==> src/rtl/controle_multiciclo_pkg.sv <==
// Shared definitions for the multicycle controller: state codes, opcodes, ALUOp codes
// and the packed bundle of datapath control signals.
package controle_multiciclo_pkg;

    typedef enum logic [3:0] {
        BUSCA       = 4'd0,
        DECOD       = 4'd1,
        END_MEM     = 4'd2,
        LE_MEM      = 4'd3,
        ESC_REG_MEM = 4'd4,
        ESC_MEM     = 4'd5,
        EXEC_R      = 4'd6,
        ESC_R       = 4'd7,
        EXEC_I      = 4'd8,
        ESC_I       = 4'd9,
        DESVIO      = 4'd10,
        SALTO       = 4'd11,
        ERRO        = 4'd12
    } estado_t;

    localparam logic [5:0] OP_TIPO_R = 6'h00;
    localparam logic [5:0] OP_LW     = 6'h23;
    localparam logic [5:0] OP_SW     = 6'h2B;
    localparam logic [5:0] OP_BEQ    = 6'h04;
    localparam logic [5:0] OP_J      = 6'h02;
    localparam logic [5:0] OP_ADDI   = 6'h08;

    localparam logic [1:0] ALU_ADD   = 2'b00;
    localparam logic [1:0] ALU_SUB   = 2'b01;
    localparam logic [1:0] ALU_FUNCT = 2'b10;

    typedef struct packed {
        logic       erro;
        logic       pc_write;
        logic       pc_write_cond;
        logic       ior_d;
        logic       mem_read;
        logic       mem_write;
        logic       mem_to_reg;
        logic       ir_write;
        logic       alu_src_a;
        logic       reg_write;
        logic       reg_dst;
        logic [1:0] pc_source;
        logic [1:0] alu_op;
        logic [1:0] alu_src_b;
    } sinais_t;

    // States that wait on mem_pronta and are therefore guarded by the timeout counter.
    function automatic logic estado_mem(estado_t e);
        return (e == BUSCA) || (e == LE_MEM) || (e == ESC_MEM);
    endfunction

endpackage

==> src/rtl/controle_multiciclo_decod.sv <==
// Combinational output decode: control signals from the state register only,
// with the fetch-stage writes qualified by mem_pronta.
module decod_sinais_controle
    import controle_multiciclo_pkg::*;
(
    input  estado_t estado,
    input  logic    mem_pronta,
    output sinais_t sinais
);

    always_comb begin
        sinais = '0;
        case (estado)
            BUSCA: begin
                sinais.mem_read  = 1'b1;
                sinais.alu_src_b = 2'b01;
                sinais.alu_op    = ALU_ADD;
                sinais.ir_write  = mem_pronta;
                sinais.pc_write  = mem_pronta;
            end
            DECOD: begin
                sinais.alu_src_b = 2'b11;
                sinais.alu_op    = ALU_ADD;
            end
            END_MEM, EXEC_I: begin
                sinais.alu_src_a = 1'b1;
                sinais.alu_src_b = 2'b10;
                sinais.alu_op    = ALU_ADD;
            end
            LE_MEM: begin
                sinais.mem_read = 1'b1;
                sinais.ior_d    = 1'b1;
            end
            ESC_MEM: begin
                sinais.mem_write = 1'b1;
                sinais.ior_d     = 1'b1;
            end
            ESC_REG_MEM: begin
                sinais.reg_write  = 1'b1;
                sinais.mem_to_reg = 1'b1;
            end
            EXEC_R: begin
                sinais.alu_src_a = 1'b1;
                sinais.alu_op    = ALU_FUNCT;
            end
            ESC_R: begin
                sinais.reg_write = 1'b1;
                sinais.reg_dst   = 1'b1;
            end
            ESC_I: sinais.reg_write = 1'b1;
            DESVIO: begin
                sinais.alu_src_a     = 1'b1;
                sinais.alu_op        = ALU_SUB;
                sinais.pc_write_cond = 1'b1;
                sinais.pc_source     = 2'b01;
            end
            SALTO: begin
                sinais.pc_write  = 1'b1;
                sinais.pc_source = 2'b10;
            end
            ERRO:    sinais.erro = 1'b1;
            default: sinais.erro = 1'b1;
        endcase
    end

endmodule

==> src/rtl/controle_multiciclo.sv <==
// Multicycle MIPS-subset controller with a bounded wait on memory; a missing mem_pronta
// or an unknown opcode parks the FSM in ERRO until reset.
module controle_multiciclo
    import controle_multiciclo_pkg::*;
#(
    parameter int TIMEOUT = 15,
    parameter int CONT_W  = 4     // must hold TIMEOUT
) (
    input  logic       clock,
    input  logic       reset,
    input  logic [5:0] Op_code,
    input  logic       mem_pronta,
    output logic       PCWrite,
    output logic       PCWriteCond,
    output logic       IorD,
    output logic       MemRead,
    output logic       MemWrite,
    output logic       MemtoReg,
    output logic       IRWrite,
    output logic       ALUSrcA,
    output logic       RegWrite,
    output logic       RegDst,
    output logic [1:0] PCSource,
    output logic [1:0] ALUOp,
    output logic [1:0] ALUSrcB,
    output logic [3:0] estado,
    output logic       erro
);

    estado_t           state;
    estado_t           state_next;
    logic [CONT_W-1:0] cont;
    logic              timeout;
    sinais_t           sinais;

    assign timeout = (cont == CONT_W'(TIMEOUT));

    // Any state change clears the counter, so every memory state is entered with cont=0.
    always_ff @(posedge clock) begin
        if (reset) begin
            state <= BUSCA;
            cont  <= '0;
        end else begin
            state <= state_next;
            if (state_next != state)
                cont <= '0;
            else if (estado_mem(state) && !mem_pronta)
                cont <= cont + CONT_W'(1);
        end
    end

    always_comb begin
        state_next = state;
        case (state)
            BUSCA: begin
                if (mem_pronta)   state_next = DECOD;
                else if (timeout) state_next = ERRO;
            end
            DECOD: begin
                case (Op_code)
                    OP_TIPO_R:    state_next = EXEC_R;
                    OP_LW, OP_SW: state_next = END_MEM;
                    OP_BEQ:       state_next = DESVIO;
                    OP_J:         state_next = SALTO;
                    OP_ADDI:      state_next = EXEC_I;
                    default:      state_next = ERRO;
                endcase
            end
            END_MEM: begin
                if (Op_code == OP_LW)      state_next = LE_MEM;
                else if (Op_code == OP_SW) state_next = ESC_MEM;
                else                       state_next = ERRO;
            end
            LE_MEM: begin
                if (mem_pronta)   state_next = ESC_REG_MEM;
                else if (timeout) state_next = ERRO;
            end
            ESC_MEM: begin
                if (mem_pronta)   state_next = BUSCA;
                else if (timeout) state_next = ERRO;
            end
            ESC_REG_MEM: state_next = BUSCA;
            EXEC_R:      state_next = ESC_R;
            ESC_R:       state_next = BUSCA;
            EXEC_I:      state_next = ESC_I;
            ESC_I:       state_next = BUSCA;
            DESVIO:      state_next = BUSCA;
            SALTO:       state_next = BUSCA;
            ERRO:        state_next = ERRO;
            default:     state_next = ERRO;
        endcase
    end

    decod_sinais_controle u_decod (
        .estado     (state),
        .mem_pronta (mem_pronta),
        .sinais     (sinais)
    );

    // Writes and the error flag are forced low while reset is held, whatever the state.
    assign erro        = sinais.erro          & ~reset;
    assign PCWrite     = sinais.pc_write      & ~reset;
    assign PCWriteCond = sinais.pc_write_cond & ~reset;
    assign IRWrite     = sinais.ir_write      & ~reset;
    assign RegWrite    = sinais.reg_write     & ~reset;
    assign MemWrite    = sinais.mem_write     & ~reset;
    assign IorD        = sinais.ior_d;
    assign MemRead     = sinais.mem_read;
    assign MemtoReg    = sinais.mem_to_reg;
    assign ALUSrcA     = sinais.alu_src_a;
    assign RegDst      = sinais.reg_dst;
    assign PCSource    = sinais.pc_source;
    assign ALUOp       = sinais.alu_op;
    assign ALUSrcB     = sinais.alu_src_b;
    assign estado      = state;

endmodule

==> config.mk <==
export PLATFORM = sky130hd
export DESIGN_NAME = controle_multiciclo
export DESIGN_NICKNAME = d
export VERILOG_FILES = /design/src/rtl/controle_multiciclo_pkg.sv /design/src/rtl/controle_multiciclo_decod.sv /design/src/rtl/controle_multiciclo.sv
export SDC_FILE = /design/constraint.sdc
export NUM_CORES = 1
export LEC_CHECK = 0
export ABC_AREA = 1
export CAP_MARGIN = 20
export CORE_UTILIZATION = 40
export CTS_BUF_LIST = sky130_fd_sc_hd__clkbuf_8 sky130_fd_sc_hd__clkbuf_16
export DETAILED_ROUTE_END_ITERATION = 16
export MAX_ROUTING_LAYER = met4
export PLACE_DENSITY_LB_ADDON = 0.05
export SYNTH_ARGS = -nofsm -noshare
export SYNTH_HDL_FRONTEND = slang
export SYNTH_SLANG_ARGS = --single-unit
==> constraint.sdc <==
create_clock -name clock -period 1.3 [get_ports clock]
set_input_delay 0.26 -clock clock [delete_from_list [all_inputs] [get_ports clock]]
set_output_delay 0.26 -clock clock [all_outputs]
set_load 0.01 [all_outputs]
-- Word-level counts from Yosys, hierarchy flattened
Cells that the tools add are included.
- multiplexer cells: 22
- eq/ne operators: 18
- reductions and logical operators: 15
- bitwise logic cells: 7
- add/sub/neg operators: 1
- operators by type and width (operator ; count):
    4-bit case mux with 8 select lines ; 1
    4-bit two-way mux ; 6
    4-bit equality test (second input constant) ; 5
    4-bit case mux with 5 select lines ; 1
    4-bit by 3-bit equality test with 1-bit output (second input constant) ; 4
    6-bit equality test (second input constant) ; 2
    12-bit OR reduction ; 1
    1-bit two-way mux ; 10
    2-bit OR reduction ; 5
    4-bit by 2-bit equality test with 1-bit output (second input constant) ; 2
    2-bit case mux with 2 select lines ; 2
    1-bit bitwise AND ; 6
    6-bit by 2-bit equality test with 1-bit output (second input constant) ; 1
    6-bit by 3-bit equality test with 1-bit output (second input constant) ; 1
    6-bit by 4-bit equality test with 1-bit output (second input constant) ; 1
    6-bit logical NOT ; 1
    2-bit case mux with 3 select lines ; 1
    5-bit OR reduction ; 1
    4-bit by 1-bit adder with 4-bit output (second input constant) ; 1
    4-bit by 1-bit equality test with 1-bit output (second input constant) ; 1
    4-bit logical NOT ; 1
    4-bit inequality test ; 1
    4-bit OR reduction ; 1
    3-bit OR reduction ; 1
    other kinds (5) ; 6
- register bits: 8
- word-level logic and storage cells: 65
- input port bits: 9
- output and inout bits: 21

-- Longest topological paths before layout
Gate-level depths: netlist of run 1.
- depth after elaboration: 6
- depth in mapped cells: 12
- mapped depth without buffers: 12

-- By module
A second synthesis of run 1 with hierarchy kept.
- cells, all modules: 199
- area total of the unflattened synthesis: 1074.8 um2
- modules (own cells, without submodules) (module ; area each (um2) ; instances ; cells each):
    controle_multiciclo ; 863.3 ; 1 ; 154
    decod_sinais_controle ; 211.5 ; 1 ; 45

-- Worst setup path after synthesis of run 1
Ideal clock, no wire load.
- path kind: register -> register
- start point: register state[0] (netlist: estado[0])
- end point: register cont[0]
- stages on the path, launching flop included: 12
- path buffers: 0
- data required time: 1189 ps
- arrival: 1358 ps
- slack: -170 ps
- cells stage by stage: dfxtp_1 -> inv_1 -> nand2_1 -> inv_2 -> nand2_2 -> inv_1 -> nor2_1 -> nand4_1 -> nor3_1 -> nor2_1 -> nand2_2 -> nor2_1
- word-level cells in the longest chain between the ends: 5
- elaborated cells on any way between the ends: 23
- classes of those cells: eq/ne (12); mux (5); reduce/logical (6)
- RTL lines (what ; line ; source):
    start: declaration ; controle_multiciclo.sv:30 ; estado_t state;
    start signal: assignment ; controle_multiciclo.sv:44 ; state <= state_next;
    4-bit by 3-bit equality test with 1-bit output (tied with other cells) ; controle_multiciclo.sv:54 ; case (state)
    5-bit OR reduction (no source line) (tied with other cells) ; -- ;
    4-bit case mux with 8 select lines ; controle_multiciclo.sv:54 ;
    4-bit inequality test ; controle_multiciclo.sv:45 ; if (state_next != state)
    2-bit OR reduction (no source line) ; -- ;
    end signal: assignment ; controle_multiciclo.sv:48 ; cont <= cont + CONT_W'(1);
    end: declaration ; controle_multiciclo.sv:32 ; logic [CONT_W-1:0] cont;
Parallel ways exist; a longest one is shown, timed or not.
A chain may end at the register's enable or synchronous reset.

-- Worst setup path after layout of run 1
- start point: register state[2] (netlist: estado[2])
- end point: register cont[3]
Same word-level chain as after synthesis.

==> summary.txt, run 1 <==
Synthesis
  – Syn Inst Count: 157
  – Syn Area/Cell: 5.51 um2
  – Synth Net Count: 167
  – Mapped Area: 866 um2
  – Register area share after synthesis: 18.5%
  – Flops & latches, synth: 8
  – Ys Warns: 0
  – Cell variety after synth: 25

Routing
  – Vias/cell: 5.35
  – Remaining DRCs: 0
  – Starting DRC count in detailed routing: 62
  – Routed WL: 4270 um
  – Remaining antenna violation count: 0
  – Routed len/inst: 16.0 um
  – Vias post-DR: 1423
  – Iteration count of the initial detailed-routing pass: 5

CTS
  – CTS tree: built
  – CTS Root Cell: clkbuf_8
  – Cts-stage hold buffer count: 0
  – Worst-path clk slew: 0.05 ns
  – Skew-Pair Late Insertion Delay: 0.23 ns
  – H-tree level count: 1
  – CTS Buf Count: 3
  – Sink Count: 8
  – Max clock buf depth: 2

Status
  – Failing checks: setup timing
  – Status: complete, but fails checks

Timing
  – Final setup vio count: 25
  – Unrepaired setup endpoints after global routing: yes
  – Final worst slack: -0.392 ns
  – Fmax achieved: 0.591 GHz
  – Setup TNS: -6.35 ns
  – Final period demand of the worst path: 1.69 ns
  – Final Skew: 0.00998 ns
  – Max Transition Viols Final: 0
  – Hold_ws: 0.569 ns
  – Final Cycle Share: 130%
  – Hold Fails Final Rpt: 0
  – Worst Max-Slew Pin Slew: 0.372 ns
  – Slew headroom: 75.0%

Global route
  – Grt met2 use: 57.0%
  – Vias in the first global route: 1334
  – Largest net degree at the start of global routing: 8
  – First-pass GRT wire length: 5870 um
  – GR Util met1: 35.9%
  – Grt ovf: 0
  – Initial antenna violation count: 0
  – GRT Total Usage: 33.4%
  – GRT Max-Usage Layer: met2
  – GR Util met3: 7.23%

Job
  – Max_cap viols: 0

Place
  – Area after DPL: 1490 um2
  – Dpl cells: 248
  – I/O Buffers: 29
  – GP Congestion: 0.905
  – DPL Wire Length: 2310 um

Floorplanning
  – Die Y: 48.5 um
  – Die width: 48.5 um
  – Total I/O pin count: 30
  – CORE AREA: 2000 um2
  – Row count: 16
  – DIE AREA: 2350 um2
  – Starting Density: 43.2%

Finish
  – Final Core Density: 92.4%
  – Nets: 250
  – Design area: 1850 um2
  – # diodes: 0
  – Layout cells sized above 1: 58.6%
  – FILL cells: 79
  – Layout Area Growth over Synthesis: 114%
  – Final cell count without fillers: 266

Critical path
  – CP Max Fanout: 6
  – Max stage delay on crit path: 0.37 ns
  – Crit start category: flop
  – CP bufs+invs: 3
  – Crit path DAT: 1.85 ns
  – CP Capture Type: flop
  – CP max stage cell: dfxtp_4
  – CP required: 1.46 ns
  – Critical-path cell list: nor2_4, buf_6, buf_6, nand2_4, buf_6, nor2_2, nor2_1, nand4_1, nand2_1, nor2_2, nand2_2, nor2_1
  – Crit path max-delay family: simple AND/OR/NAND/NOR gates
  – Most frequent CP cell: buf_6
  – Critical path class: flop to flop

Power and ir drop
  – Power per cell area: 1970 nW/um2
  – Worst vdd ir: 1.78 mV
  – P_leak: 0.986 nW

Min path
  – Worst Hold Class: flop to flop
-- cell usage after synthesis --
| master | n | share of area [%] |
|---|---|---|
| nor2_4 | 1 | 1.3 |
| and2_1 | 1 | 0.72 |
| nand4_1 | 5 | 3.6 |
| clkinv_1 | 1 | 0.43 |
| nor3_1 | 4 | 2.3 |
| xnor2_1 | 2 | 2.0 |
| nand3_4 | 1 | 2.0 |
| a31oi_1 | 1 | 0.72 |
| nand2_1 | 28 | 12 |
| inv_2 | 3 | 1.3 |
| o21ai_0 | 3 | 1.7 |
| dfxtp_1 | 8 | 18 |
| mux2_2 | 1 | 1.3 |
| nand3_1 | 17 | 9.8 |
| ha_1 | 1 | 1.4 |
| o31ai_1 | 1 | 0.87 |
| nand2_4 | 1 | 1.3 |
| buf_4 | 1 | 0.87 |
| o21a_1 | 1 | 0.87 |
| nor2_2 | 3 | 2.2 |
| inv_1 | 25 | 11 |
| xor2_1 | 1 | 1.0 |
| nor2_1 | 38 | 16 |
| a21oi_1 | 2 | 1.2 |
| nand2_2 | 7 | 5.1 |
-- area by class of cell --
type,count,area (um2),area share (%)
Multi-Input combinational cell,119,830,44.9
Timing Repair Buffer,79,651,35.2
Sequential cell,8,176,9.54
Inverter,29,114,6.16
Clock buffer,3,41.3,2.23
Tap cell,27,33.8,1.83
Clock inverter,1,3.75,0.203
-- cells in the final DEF (no fill, tap or decap), drive strengths merged, types with 4 or more instances in the layout --
| master | instances |
|---|---|
| clkdlybuf4s15 | 4 |
| nor2 | 42 |
| nand3 | 18 |
| nor3 | 4 |
| clkbuf | 4 |
| dfxtp | 8 |
| buf | 65 |
| dlygate4sd2 | 9 |
| nand2 | 36 |
| nand4 | 5 |
| inv | 29 |
-- registers in the layout, summed over array words and instances (netlist names) --
register,cells
cont,4
estado,4
-- final timing paths --
| path | from | endpoint | slack [ns] | depth (start not counted) |
|---|---|---|---|---|
| worst min register to register | cont[3] | cont[3] | 0.57 | 3 |
| worst max register to register | estado[2] | cont[3] | -0.39 | 12 |
| worst max-delay path | estado[2] | cont[3] | -0.39 | 12 |
| worst min-delay path | cont[3] | cont[3] | 0.57 | 3 |
-- metal layers --
metal | up-vias | share of wire [%] | wire length (um)
met3 | 25 | 7.7 | 327
met4 | 0 | 4.8 | 205
li1 | 662 | - | -
met1 | 645 | 37 | 1590
met5 | - | 0 | 0
met2 | 91 | 50 | 2140
-- power breakdown --
part	internal (mW)	leakage, nW	total, mW	switching (mW)
sequential	0.322	0.0683	0.443	0.120
clock	0.205	0.0269	0.312	0.107
combinational	1.44	0.891	2.89	1.45
-- repair_timing --
action,in CTS,in global routing
gates resized for setup,132,27
pin swaps,23,16
hold endpoints to repair,0,0
buffers inserted,10,5
setup endpoints to repair,29,27
-- per-stage QoR --
| stage | power (mW) | worst slack [ns] |
|---|---|---|
| floorplan | 1.35 | -0.0399 |
| global placement | 2.28 | -0.558 |
| detailed placement | 2.32 | -0.611 |
| CTS | 3.12 | -0.276 |
| global route | 3.82 | -0.461 |
| finish | 3.65 | -0.392 |
-- logic make-up (layout without fill, tap and decap cells) --
group / count (synthesis) / in the layout / share of synthesized area (%)
simple gates: 106 / 106 / 56.9
buf+inv: 30 / 112 / 13.4
compound gates: 8 / 8 / 5.35
flops: 8 / 8 / 18.5
xor+xnor: 3 / 3 / 3.04
fa+ha+maj: 1 / 1 / 1.44
mux: 1 / 1 / 1.30
-- worst min-delay path: cells and delay by family, from the launching register on --
family	cells	cell delay, ns
AND/OR/NAND/NOR	1	0.04
flip-flops	1	0.35
XOR/XNOR	1	0.08
buffers and inverters	1	0.05
(Power assumes the default switching activity.)
==> run 2, diff against run 1 <==
--- a/config.mk
+++ b/config.mk
@@ -7,6 +7,7 @@
 export LEC_CHECK = 0
 export ABC_AREA = 1
 export CAP_MARGIN = 20
+export CORE_MARGIN = 4
 export CORE_UTILIZATION = 40
 export CTS_BUF_LIST = sky130_fd_sc_hd__clkbuf_8 sky130_fd_sc_hd__clkbuf_16
 export DETAILED_ROUTE_END_ITERATION = 16
==> run 2 against run 1 <==
The flow still finishes with violations (setup timing). Non-clock buffer count is 6 higher. Clock-buffer cell count unchanged. Flip-flop and latch count unchanged. Critical path depth is the same. Critical path type unchanged. Largest power group unchanged.
==> summary.txt, run 2 (same netlist as run 1, synthesis figures left out) <==
Status
  – Status: complete, but fails checks
  – Failing checks: setup timing

Power and ir drop
  – Int Pwr: 1.92 mW (-2.6%)
  – P_leak: 1.05 nW (+6.9%)
  – Overall power: 3.69 mW (+1.0%)
  – Switching share of power: 48.0% (+1.9 points)
  – P_sw: 1.77 mW (+5.2%)
  – Comb power frac: 78.9% (-0.4 points)
  – Clock Power Share: 9.1% (+0.5 points)
  – Flop pwr share: 12.0% (about the same)
  – Worst vdd ir: 1.58 mV (-11%)
  – Power per cell area: 1910 nW/um2 (-3.4%)

Timing
  – Worst Max-Slew Pin Slew: 0.416 ns (+0.0440 ns)
  – Max Transition Viols Final: 0 (unchanged)
  – Unrepaired setup endpoints after global routing: yes
  – Slew headroom: 72.3% (-2.7 points)
  – Final period demand of the worst path: 1.82 ns (+0.128 ns)
  – Final Cycle Share: 140% (+9.8 points)
  – Final setup vio count: 26 (+4.0%)
  – Final worst slack: -0.520 ns (-0.128 ns)
  – Final Skew: 0.00916 ns (-0.000819 ns)
  – Fmax achieved: 0.550 GHz (-7.0%)
  – Hold Fails Final Rpt: 0 (unchanged)

Critical path
  – Crit start category: flop
  – CP Max Fanout: 5 (-1)
  – R2r setup slk: -0.52 ns (-0.13 ns)
  – Crit path DAT: 1.99 ns (+0.14 ns)
  – Critical path class: flop to flop
  – Worst reg-to-reg path cell count: 12 (unchanged)
  – CP required: 1.47 ns (about the same)
  – Reg-to-reg endpoint: cont[2]
  – CP Capture Type: flop
  – FF-to-FF Start: estado[2]

Min path
  – Hold path endpoint: estado[2]
  – Worst Hold Class: primary input to flop
  – Worst hold start: reset
  – Hold path depth: 2 (-1)

Job
  – Max_cap viols: 0 (unchanged)

CTS
  – CTS tree: built
  – Skew-Pair Late Insertion Delay: 0.24 ns (about the same)
  – Cts-stage hold buffer count: 0 (unchanged)
  – Worst-path clk slew: 0.05 ns (about the same)
  – H-tree level count: 1 (unchanged)
  – Sink Count: 8 (unchanged)
  – Max clock buf depth: 2 (unchanged)
  – CTS Root Cell: clkbuf_8
  – CTS Buf Count: 3 (unchanged)

Finish
  – Layout cells sized above 1: 62.9% (+4.3 points)
  – Nets: 256 (+2.4%)
  – Commonest non-fill, non-tap cell in the layout: buf_4
  – Commonest non-fill, non-tap cells in the layout: 37 x buf_4, 25 x buf_6, 18 x inv_1
  – Final cell count without fillers: 272 (+2.3%)
  – # diodes: 0 (unchanged)
  – Layout Area Growth over Synthesis: 123%
  – Final Core Density: 96.6% (+4.2 points)

Global route
  – Initial antenna violation count: 0 (unchanged)
  – First-pass GRT wire length: 6320 um (+7.6%)
  – Grt ovf: 0 (unchanged)
  – GRT Total Usage: 30.0% (-3.3 points)
  – Vias in the first global route: 1403 (+5.2%)
  – Largest net degree at the start of global routing: 8 (unchanged)

Routing
  – Routed len/inst: 18.7 um (+16%)
  – Iteration count of the initial detailed-routing pass: 5 (unchanged)
  – Remaining antenna violation count: 0 (unchanged)
  – Routed WL: 5080 um (+19%)
  – Vias post-DR: 1579 (+11%)
  – Vias/cell: 5.81 (+8.5%)
  – Remaining DRCs: 0 (unchanged)
  – Starting DRC count in detailed routing: 117 (+89%)

Floorplanning
  – Total I/O pin count: 30 (unchanged)
  – Die width: 54.5 um (+12%)
  – CORE AREA: 2000 um2 (unchanged)
  – Die Y: 54.5 um (+12%)
  – Starting Density: 43.2% (unchanged)
  – Row count: 16 (unchanged)
  – DIE AREA: 2970 um2 (+26%)

Place
  – Dpl cells: 248 (unchanged)
  – DPL Wire Length: 2340 um (+1.0%)
  – GP Congestion: 0.884 (-2.4%)
  – I/O Buffers: 29 (unchanged)
[run 2: cell types whose count changed in the layout (fill, tap and decap cells not counted), sizes merged]
cell	change
clkdlybuf4s15	-3
buf	+9
[run 2: worst max path at each step]
stage,startpoint,end,depth (start not counted)
after CTS,estado[3],cont[0],13
after global routing,estado[2],cont[2],12
after detailed placement,Op_code[2],cont[0],11
after global placement,mem_pronta,PCWrite,5
final,estado[2],cont[2],12
after floorplan,estado[3],PCWrite,5
[run 2: layer usage]
layer,GRT usage [%],vias up,routed length (um),share of wire [%]
met5,-,-,0,0
met2,54.0,141,2350,46
met4,7.47,0,265,5.2
li1,-,669,-,-
met1,33.4,729,1840,36
met3,6.54,40,624,12
[run 2: per-stage QoR]
stage / hold slack (ns) / cell area (um2) / setup slack, ns / setup TNS [ns]
3_3_place_gp: 0.537 / 1490 / -0.557 / -9.84
2_1_floorplan: 0.320 / 903 / -0.0399 / -0.132
4_1_cts: 0.501 / 1700 / -0.267 / -3.36
6_report: 0.541 / 1930 / -0.520 / -7.50
3_5_place_dp: 0.565 / 1490 / -0.590 / -10.13
5_1_grt: 0.560 / 1930 / -0.643 / -8.81
[run 2: timing repair]
action | in CTS | in global routing
buffers inserted | 14 | 13
gates resized for setup | 140 | 47
endpoints found under the setup margin | 29 | 28
pin swaps | 27 | 17
[run 2: power groups by stage]
stage	Clock, mW	Combinational (mW)	Sequential [mW]
floorplan	0	0.924	0.428
detailed placement	0	1.90	0.410
global route	0.345	3.03	0.449
finish	0.334	2.91	0.442
CTS	0.318	2.22	0.421
global placement	0	1.88	0.409
[run 2: worst max-delay path: stages (launching register included)]
cell	delay [ns]
dfxtp_4	0.37
nor2_4	0.20
buf_6	0.13
buf_6	0.10
nand2_4	0.06
buf_6	0.12
nor2_2	0.08
nor2_1	0.07
nand4_1	0.11
nand2_1	0.10
nor2_2	0.14
nand2_2	0.12
nor2_1	0.13
[run 2: layout make-up]
type | instances | area [um2]
fill | 37 | 68.8
inverter | 29 | 114
clock inverter | 1 | 3.75
timing repair buffer | 85 | 713
tap | 27 | 33.8
clock buffer | 3 | 41.3
multi-input combinational | 119 | 851
sequential | 8 | 176
